**src/rtl/alu_share_arbiter.sv**
```systemverilog
// Shares one ALU between two requesters (grant, hold operands ALU_LAT cycles, capture, done pulse).
// Define ALU_ARB_FIXED_PRIO_EN for fixed priority (requester 0 wins); default is round-robin.
module alu_share_arbiter #(
    parameter int WIDTH   = 16,
    parameter int ALU_LAT = 1
) (
    input  logic               clk,
    input  logic               rst,
    input  logic [1:0]         req,
    input  logic [5:0]         opc,
    input  logic [2*WIDTH-1:0] a,
    input  logic [2*WIDTH-1:0] b,
    input  logic [1:0]         cin,
    output logic [1:0]         gnt,
    output logic [1:0]         done,
    output logic [WIDTH-1:0]   res_w,
    output logic               res_zer,
    output logic               res_neg,
    output logic               busy,
    output logic [2:0]         alu_opc,
    output logic [WIDTH-1:0]   alu_a,
    output logic [WIDTH-1:0]   alu_b,
    output logic               alu_cin,
    input  logic [WIDTH-1:0]   alu_w,
    input  logic               alu_zer,
    input  logic               alu_neg
);
    localparam int CW = $clog2(ALU_LAT + 1) + 1;

    generate
        if (ALU_LAT < 1) begin : g_lat_check
            $error("alu_share_arbiter: ALU_LAT must be >= 1");
        end
    endgenerate

    typedef enum logic [1:0] {IDLE, EXEC, DONE} state_t;

    state_t            state_q, state_d;
    logic [1:0]        gnt_q, gnt_d, done_q, done_d;
    logic [WIDTH-1:0]  res_w_q, res_w_d;
    logic              res_zer_q, res_zer_d, res_neg_q, res_neg_d;
    logic              busy_q, busy_d;
    logic [2:0]        alu_opc_q, alu_opc_d;
    logic [WIDTH-1:0]  alu_a_q, alu_a_d, alu_b_q, alu_b_d;
    logic              alu_cin_q, alu_cin_d;
    logic              owner_q, owner_d, rr_q, rr_d;
    logic [CW-1:0]     cnt_q, cnt_d;
    logic              win;

    always_comb begin
`ifdef ALU_ARB_FIXED_PRIO_EN
        win = ~req[0];
`else
        win = (&req) ? rr_q : req[1];
`endif
    end

    always_comb begin
        state_d   = state_q;
        gnt_d     = 2'b00;
        done_d    = 2'b00;
        res_w_d   = res_w_q;
        res_zer_d = res_zer_q;
        res_neg_d = res_neg_q;
        alu_opc_d = alu_opc_q;
        alu_a_d   = alu_a_q;
        alu_b_d   = alu_b_q;
        alu_cin_d = alu_cin_q;
        owner_d   = owner_q;
        rr_d      = rr_q;
        cnt_d     = cnt_q;
        case (state_q)
            IDLE: begin
                if (|req) begin
                    owner_d   = win;
                    gnt_d     = win ? 2'b10 : 2'b01;
                    alu_opc_d = win ? opc[5:3] : opc[2:0];
                    alu_a_d   = win ? a[2*WIDTH-1:WIDTH] : a[WIDTH-1:0];
                    alu_b_d   = win ? b[2*WIDTH-1:WIDTH] : b[WIDTH-1:0];
                    alu_cin_d = win ? cin[1] : cin[0];
                    cnt_d     = CW'(ALU_LAT);
                    state_d   = EXEC;
                end
            end
            EXEC: begin
                // Flags come straight from the ALU; the done pulse lines up with the capture.
                if (cnt_q == CW'(1)) begin
                    res_w_d         = alu_w;
                    res_zer_d       = alu_zer;
                    res_neg_d       = alu_neg;
                    done_d[owner_q] = 1'b1;
                    state_d         = DONE;
                end else begin
                    cnt_d = cnt_q - CW'(1);
                end
            end
            DONE: begin
                rr_d    = ~owner_q;
                state_d = IDLE;
            end
            default: state_d = IDLE;
        endcase
        busy_d = (state_d != IDLE);
    end

    always_ff @(posedge clk or posedge rst) begin
        if (rst) begin
            state_q   <= IDLE;
            gnt_q     <= 2'b00;
            done_q    <= 2'b00;
            res_w_q   <= '0;
            res_zer_q <= 1'b0;
            res_neg_q <= 1'b0;
            busy_q    <= 1'b0;
            alu_opc_q <= 3'd0;
            alu_a_q   <= '0;
            alu_b_q   <= '0;
            alu_cin_q <= 1'b0;
            owner_q   <= 1'b0;
            rr_q      <= 1'b0;
            cnt_q     <= '0;
        end else begin
            state_q   <= state_d;
            gnt_q     <= gnt_d;
            done_q    <= done_d;
            res_w_q   <= res_w_d;
            res_zer_q <= res_zer_d;
            res_neg_q <= res_neg_d;
            busy_q    <= busy_d;
            alu_opc_q <= alu_opc_d;
            alu_a_q   <= alu_a_d;
            alu_b_q   <= alu_b_d;
            alu_cin_q <= alu_cin_d;
            owner_q   <= owner_d;
            rr_q      <= rr_d;
            cnt_q     <= cnt_d;
        end
    end

    assign gnt     = gnt_q;
    assign done    = done_q;
    assign res_w   = res_w_q;
    assign res_zer = res_zer_q;
    assign res_neg = res_neg_q;
    assign busy    = busy_q;
    assign alu_opc = alu_opc_q;
    assign alu_a   = alu_a_q;
    assign alu_b   = alu_b_q;
    assign alu_cin = alu_cin_q;
endmodule

```
**config.mk**
```make
export PLATFORM = sky130hd
export DESIGN_NAME = alu_share_arbiter
export DESIGN_NICKNAME = d
export VERILOG_FILES = /design/src/rtl/alu_share_arbiter.sv
export SDC_FILE = /design/constraint.sdc
export NUM_CORES = 1
export LEC_CHECK = 0
export CAP_MARGIN = 20
export CORE_ASPECT_RATIO = 0.5
export CORE_MARGIN = 2
export CORE_UTILIZATION = 41
export CTS_CLUSTER_DIAMETER = 200
export DETAILED_ROUTE_END_ITERATION = 8
export PLACE_DENSITY = 0.85
export SETUP_SLACK_MARGIN = 0.2
export SYNTH_ARGS = -nofsm -noshare
export SYNTH_HDL_FRONTEND = slang
export SYNTH_SLANG_ARGS = --single-unit
export TNS_END_PERCENT = 20
```
**constraint.sdc**
```tcl
create_clock -name clk -period 4.7 [get_ports clk]
set_input_delay 1.175 -clock clk [delete_from_list [all_inputs] [get_ports clk]]
set_output_delay 1.175 -clock clk [all_outputs]
set_load 0.1 [all_outputs]
```
==> flow_summary.toml, run 1 <==
[worst_setup_path]
worstSetupStartpointType = "flop"
path_delay_family = "buffers and inverters"
cp_slowest_stage_delay_ns = 1.17
crit_fanout = 2
endpoint_kind = "output port"
cp_cell_sequence = "clkdlybuf4s50_1"
critPathKind = "flop to output port"
critPathRequiredTime_ns = 3.52
worstPathArrival_ns = 1.84
crit_path_top_delay_cell = "clkdlybuf4s50_1"
cp_num_buf_inv = 1

[placed_design]
numPortBuffers = 152
place_area_mm2 = 0.00427
place.gp.congestion = 0.763
pre_cts_ws_ns = 1.43
hpwl_um = 5650

[sta]
rsz0062_at_grt = "no"
tightest_slew_ns = 1.02
finalSetupViolCount = 0
post-route-period-util_pct = 64.2
fin_ws_ns = 1.68
hold_viol_final = 0
max_freq_mhz = 331
drv_slew = 0
fin_skew_ns = 0.00473
finalCriticalPeriod_ns = 3.02
relSlewSlack_pct = 31.5
finalSetupTns_ns = 0

[floorplanning]
start_util_pct = 43.7
core.rowCount = 20
die_x_um = 119
ios = 153
core_mm2 = 0.00626
dieArea_mm2 = 0.00737
die_h_um = 61.7

[finish]
drive_gt1_share_pct = 11.3
nets = 444
final_core_utilization_pct = 73.7
diodes = 0
final_area_mm2 = 0.00461
area_growth_pct = 68.9

[detailed_routing]
routed_via_density = 5.34
avgRoutedWirePerCell_um = 19.0
wl_um = 8380
drtAntennaViolNets = 0
firstDrtPassIters = 4
vias = 2354
drt-initial-drc-count = 163
drc = 0

[yosys]
synth_nets = 294
avgSynthCellArea_um2 = 13.7
synth_cells = 199
netlist_area_mm2 = 0.00273
ys_ff_latch = 65
seq_area_frac_synth_pct = 59.6
ys_types = 24
ys_warn_count = 0

[clock_network]
clk_latency_ns = 0.32
cts_tree = "yes"
numClockSinks = 65
htreeDepth = 3
cts_buffers = 9
postCtsSetupBuffers = 0
clockBufferDepth = 2
cts_root_buffer = "clkbuf_16"
clk_pin_slew_ns = 0.05
cts_hold_buffers = 0
cts_resized = 0

[global_route]
grt_pass1_wl_um = 12500
grt_overflow_total = 0
first_global_vias = 2481
grt_max_degree = 51
grt_util_all_layers_pct = 22.5
antenna_found_initial = 0

[status]
status = "complete, no violations"

[min_path]
worstHoldPathType = "flop to flop"

[flow_run]
drv_cap = 0
cells in the mapped netlist:
master,n,share of area (%)
a221o_1,36,13
ha_1,1,0.46
clkbuf_1,3,0.41
mux2_2,18,7.4
nor2_1,1,0.14
buf_6,5,2.1
nand2b_1,1,0.23
and3_4,1,0.41
o21ai_0,1,0.18
o21a_1,2,0.55
nor2_2,1,0.23
a21o_1,2,0.55
nor3b_1,1,0.27
o21ai_1,1,0.18
or2_1,1,0.23
buf_2,10,1.8
inv_1,4,0.55
o31ai_1,1,0.27
dfrtp_1,65,60
nor2b_1,1,0.23
and3_1,2,0.46
a21boi_0,34,9.3
a21boi_1,2,0.55
nand2_1,5,0.69
metrics by stage:
stage / std cells / hold slack, ns
after global placement: 424 / 0.469
after floorplan: 199 / 0.443
final: 441 / 0.490
after detailed placement: 424 / 0.475
after CTS: 439 / 0.481
after global routing: 441 / 0.503
cells by family after synthesis:
kind of cell / after synthesis / share of synthesized area (%)
buffers and inverters: 22 / 4.86
AO/OA/AOI/OAI: 79 / 24.8
flip-flops: 65 / 59.6
multiplexers: 18 / 7.42
AND/OR/NAND/NOR: 14 / 2.89
adder cells (fa/ha/maj): 1 / 0.458
cell type report:
class	instances	area, um2
clock buffers	12	256
clock inverters	3	40.0
fillers	409	1640
inverters	4	15.0
multi-input cells	112	972
flip-flops and latches	65	1630
well taps	88	110
repair buffers	157	1590
worst paths after layout:
path                       depth (start not counted)       start         to  slack (ns)
setup / recovery                                   1   alu_a[11]  alu_a[11]        1.68
hold / removal                                     1     owner_q    done[0]        0.49
setup reg to reg                                   5  state_q[0]  alu_a[11]        2.39
hold reg to reg                                    1     owner_q    done[0]        0.49
max in group asynchronous                          4         rst   alu_b[2]        2.89
min in group asynchronous                          2         rst   alu_b[7]        1.06
cell usage in the layout (no fill, tap or decap):
cell               n
a21boi_0          34
a21boi_1           2
a21o_1             2
a221o_1           36
and3_1             2
and3_4             1
buf_12             1
buf_16             1
buf_4              3
bufinv_16          1
clkbuf_1           1
clkbuf_16          9
clkbuf_8           2
clkdlybuf4s50_1  152
clkinv_2           2
dfrtp_1           65
ha_1               1
inv_1              3
inv_2              1
mux2_2            18
nand2_1            5
nand2b_1           1
nor2_1             1
nor2_2             1
nor2b_1            1
nor3b_1            1
o21a_1             2
o21ai_0            1
o21ai_1            1
o31ai_1            1
or2_1              1
layer usage:
metal | wire length [um] | GRT usage, % | vias to the layer above
li1 | - | - | 1061
met1 | 3170 | 25.5 | 1168
met2 | 4480 | 42.0 | 100
met3 | 443 | 5.66 | 25
met4 | 284 | 11.4 | 0
met5 | 0 | 0 | -
registers in the layout, summed over array words and instances, names as in the netlist:
| signal | cells |
|---|---|
| state_q | 2 |
| gnt | 2 |
| cnt_q | 2 |
| busy | 1 |
| res_zer | 1 |
| owner_q | 1 |
| res_w | 16 |
| alu_cin | 1 |
| alu_opc | 3 |
| rr_q | 1 |
| alu_a | 16 |
| done | 2 |
| res_neg | 1 |
| alu_b | 16 |
Power of run 1 is not shown: default switching activity piles up to over one toggle a cycle in this logic, so the estimate is an artifact.
==> run 2, diff against run 1 <==
- CORE_UTILIZATION: 41 -> 38
- PLACE_DENSITY: 0.85 -> 0.79
- clock period: 4.7 -> 3.05 ns (I/O delays scaled with it)
==> run 2 against run 1 <==
Effect of this change: clock skew decreased by 0.0018 ns; count of clock-buffer cells in the layout increased by 1; critical path depth increased by 4; critical endpoint is now alu_cin; cell count increased by 0.91%; first-iteration DRC count decreased by 11%; global-route usage decreased by 2.5 points; hold slack improved by 0.017 ns.
==> flow_summary.toml, run 2 (synthesis gave the netlist of run 1 again) <==
[status]
status = "complete, no violations"

[detailed_routing]
drt-initial-drc-count = 145
wl_um = 7810
vias = 2308
drtAntennaViolNets = 0
drc = 0
routed_via_density = 5.19
firstDrtPassIters = 4
avgRoutedWirePerCell_um = 17.6

[floorplanning]
die_h_um = 64.0
dieArea_mm2 = 0.00792
core_mm2 = 0.00683
core.rowCount = 21
start_util_pct = 40.0
ios = 153
die_x_um = 124

[clock_network]
clk_latency_ns = 0.33
clockBufferDepth = 2
cts_tree = "yes"
postCtsSetupBuffers = 0
cts_root_buffer = "clkbuf_16"
cts_buffers = 9
htreeDepth = 3
numClockSinks = 65
clk_pin_slew_ns = 0.05
cts_resized = 0
cts_hold_buffers = 0

[finish]
layout_commonest_cell = "clkdlybuf4s50_1"
nets = 443
diodes = 0
drive_gt1_share_pct = 27.8
fill_cells = 537
area_growth_pct = 61.8
final_cell_mix = "93 x clkdlybuf4s50_1, 65 x dfrtp_1, 62 x buf_4"

[sta]
max_freq_mhz = 510
finalCriticalPeriod_ns = 1.96
hold_viol_final = 0
fin_skew_ns = 0.00296
tightest_slew_ns = 0.799
post-route-period-util_pct = 64.3
finalSetupTns_ns = 0
rsz0062_at_grt = "no"
drv_slew = 0
finalSetupViolCount = 0
relSlewSlack_pct = 46.6

[global_route]
first_global_vias = 2466
grtUsageMet3_pct = 5.36
grt_use_met1_pct = 22.2
grt_max_degree = 56
grtUsageMet2_pct = 35.6
antenna_found_initial = 0
grt_overflow_total = 0
grt_pass1_wl_um = 12000
grt_util_all_layers_pct = 20.1
grt-busiest-layer = "met2"

[worst_setup_path]
cp_slowest_stage_delay_ns = 0.50
cp_num_buf_inv = 2
crit_fanout = 39
worstPathArrival_ns = 2.16
critPathRequiredTime_ns = 3.25
critPathKind = "input port to flop"
crit_path_top_delay_cell = "clkdlybuf4s50_1"
worstSetupStartpointType = "input port"
path_delay_family = "buffers and inverters"
endpoint_kind = "flop"
cp_cell_sequence = "clkdlybuf4s50_1, or2_1, buf_4, a21boi_0, a221o_1"

[min_path]
worstHoldPathType = "flop to flop"

[placed_design]
place.gp.congestion = 0.747
hpwl_um = 5610
numPortBuffers = 152

[flow_run]
drv_cap = 0
run 2: cell count changes in the layout (fill, tap and decap cells not counted), sizes merged:
| cell | change |
|---|---|
| buf | +58 |
| bufinv | -1 |
| clkinv | +1 |
| clkdlybuf4s50 | -59 |
| clkbuf | +1 |
run 2: worst reg2reg max path, stage by stage (launching register included):
cell and delay (ns):
dfrtp_1 0.43, nor2_2 0.52, and3_1 0.27, buf_4 0.37, a221o_1 0.24
run 2: worst paths after layout:
kind / cells after the start / slack (ns) / endpoint / startpoint
min in group asynchronous: 2 / 0.68 / res_w[0] / rst
max in group asynchronous: 3 / 1.81 / alu_b[10] / rst
worst min-delay path: 1 / 0.51 / res_zer / res_zer
worst max register to register: 4 / 1.14 / alu_cin / state_q[0]
worst min register to register: 1 / 0.51 / res_zer / res_zer
worst max-delay path: 5 / 1.09 / alu_cin / req[1]
run 2: per-stage QoR:
step | util [%] | area (um2) | std cells | hold WS [ns] | worst slack, ns
3_5_place_dp | 60.7 | 4150 | 429 | 0.499 | 0.774
3_3_place_gp | 60.7 | 4150 | 429 | 0.474 | 0.811
4_1_cts | 64.7 | 4420 | 445 | 0.511 | 1.12
2_1_floorplan | - | 2730 | 199 | 0.443 | 0.661
6_report | 64.7 | 4420 | 445 | 0.507 | 1.09
5_1_grt | 64.7 | 4420 | 445 | 0.518 | 1.02
run 2: final cells by class:
| class | count | area [um2] | area share (%) |
|---|---|---|---|
| sequential | 65 | 1630 | 36.8 |
| timing repair buffer | 156 | 1420 | 32.0 |
| multi-input combinational | 112 | 972 | 22.0 |
| clock buffer | 13 | 260 | 5.89 |
| tap | 92 | 115 | 2.60 |
| clock inverter | 3 | 15.0 | 0.340 |
| inverter | 4 | 15.0 | 0.340 |
run 2: layer usage:
| metal | part of all wire (%) | vias up | routed length (um) |
|---|---|---|---|
| met5 | 0 | - | 0 |
| met2 | 54 | 60 | 4230 |
| met4 | 3.1 | 0 | 242 |
| li1 | - | 1055 | - |
| met3 | 4.2 | 26 | 327 |
| met1 | 39 | 1167 | 3020 |
Power of run 2 is left out for the same reason.
==> run 3, diff against run 2 <==
- clock period: 3.05 -> 2.05 ns (I/O delays scaled with it)
==> run 3 against run 2 <==
Effect of this change: final area is 2.3% higher; die area stayed put; count of clock-buffer cells in the layout is 1 higher; via count is 2.0% higher.
==> flow_summary.toml, run 3 (synthesis gave the netlist of run 1 again) <==
[sta]
finalCriticalPeriod_ns = 1.65
post-route-period-util_pct = 80.6
relSlewSlack_pct = 71.5
whs_ns = 0.504
finalSetupViolCount = 0
finalSetupTns_ns = 0
drv_slew = 0
rsz0062_at_grt = "no"
hold_viol_final = 0
max_freq_mhz = 605
tightest_slew_ns = 0.426
fin_skew_ns = 0.00448

[clock_network]
cts_hold_buffers = 0
clk_pin_slew_ns = 0.05
cts_root_buffer = "clkbuf_16"
htreeDepth = 3
cts_resized = 0
postCtsSetupBuffers = 0
cts_buffers = 9
clk_latency_ns = 0.33
cts_tree = "yes"
numClockSinks = 65
clockBufferDepth = 2

[detailed_routing]
firstDrtPassIters = 4
wl_um = 7900
vias = 2354
routed_via_density = 5.21
drtAntennaViolNets = 0
drc = 0
avgRoutedWirePerCell_um = 17.5
drt-initial-drc-count = 132

[worst_setup_path]
endpoint_kind = "flop"
worstSetupStartpointType = "flop"
worstReg2RegEnd = "alu_b[6]"
critPathKind = "flop to flop"
critPathRequiredTime_ns = 2.31
r2r_setup_slack_ns = 0.40
ff2ff_path_depth = 3
crit_start = "state_q[0]"
worstPathArrival_ns = 1.91
r2r-start = "state_q[0]"
crit_fanout = 37

[min_path]
min_to = "res_zer"
worstHoldPathType = "flop to flop"
hp-start = "res_zer"
holdPathStages = 1

[finish]
final_cell_mix = "93 x clkdlybuf4s50_1, 68 x buf_4, 65 x dfrtp_1"
multiInputGateArea_um2 = 972
seqCellArea_mm2 = 0.00163
drive_gt1_share_pct = 29.2
fill_cells = 548
area_growth_pct = 65.6
diodes = 0
final_core_utilization_pct = 66.2
final_area_mm2 = 0.00452
nets = 450
layout_commonest_cell = "clkdlybuf4s50_1"

[floorplanning]
dieArea_mm2 = 0.00792
die_x_um = 124
die_h_um = 64.0
core.rowCount = 21
start_util_pct = 40.0
ios = 153
core_mm2 = 0.00683

[placed_design]
hpwl_um = 5850
place_area_mm2 = 0.00421
numPortBuffers = 152
place.gp.congestion = 0.793

[status]
status = "complete, no violations"

[global_route]
grt_util_all_layers_pct = 20.8
grt_max_degree = 47
first_global_vias = 2528
grt_pass1_wl_um = 12300
antenna_found_initial = 0
grt_overflow_total = 0

[flow_run]
drv_cap = 0
run 3: critical path: stages (launching register included):
cell and delay [ns]:
dfrtp_1 0.42, nor2_2 0.38, and3_4 0.54, a221o_1 0.23
run 3: worst max-delay path by stage:
stage	slack (ns)	endpoint
after floorplan	0.63	alu_b[10]
after global placement	0.15	alu_a[13]
after detailed placement	0.11	alu_b[3]
after CTS	0.41	alu_b[3]
after global routing	0.29	alu_b[6]
final	0.40	alu_b[6]
run 3: final cells by class:
class,count,share of cell area (%)
clock buffers,14,6.06
clock inverters,2,0.775
inverters,4,0.415
multi-input cells,112,21.5
flip-flops and latches,65,36.0
well taps,92,2.54
repair buffers,163,32.8
run 3: metrics by stage:
| step | setup slack, ns | cells |
|---|---|---|
| after floorplan | 0.628 | 199 |
| after global placement | 0.151 | 436 |
| after detailed placement | 0.106 | 436 |
| after CTS | 0.407 | 452 |
| after global routing | 0.290 | 452 |
| final | 0.398 | 452 |
run 3: metal layers:
layer,vias up,global-route usage (%),routed length [um]
met2,69,35.6,4170
met3,18,7.05,368
met4,0,8.57,170
met5,-,0,0
met1,1192,24.1,3190
li1,1075,-,-
Power of run 3 is left out for the same reason.
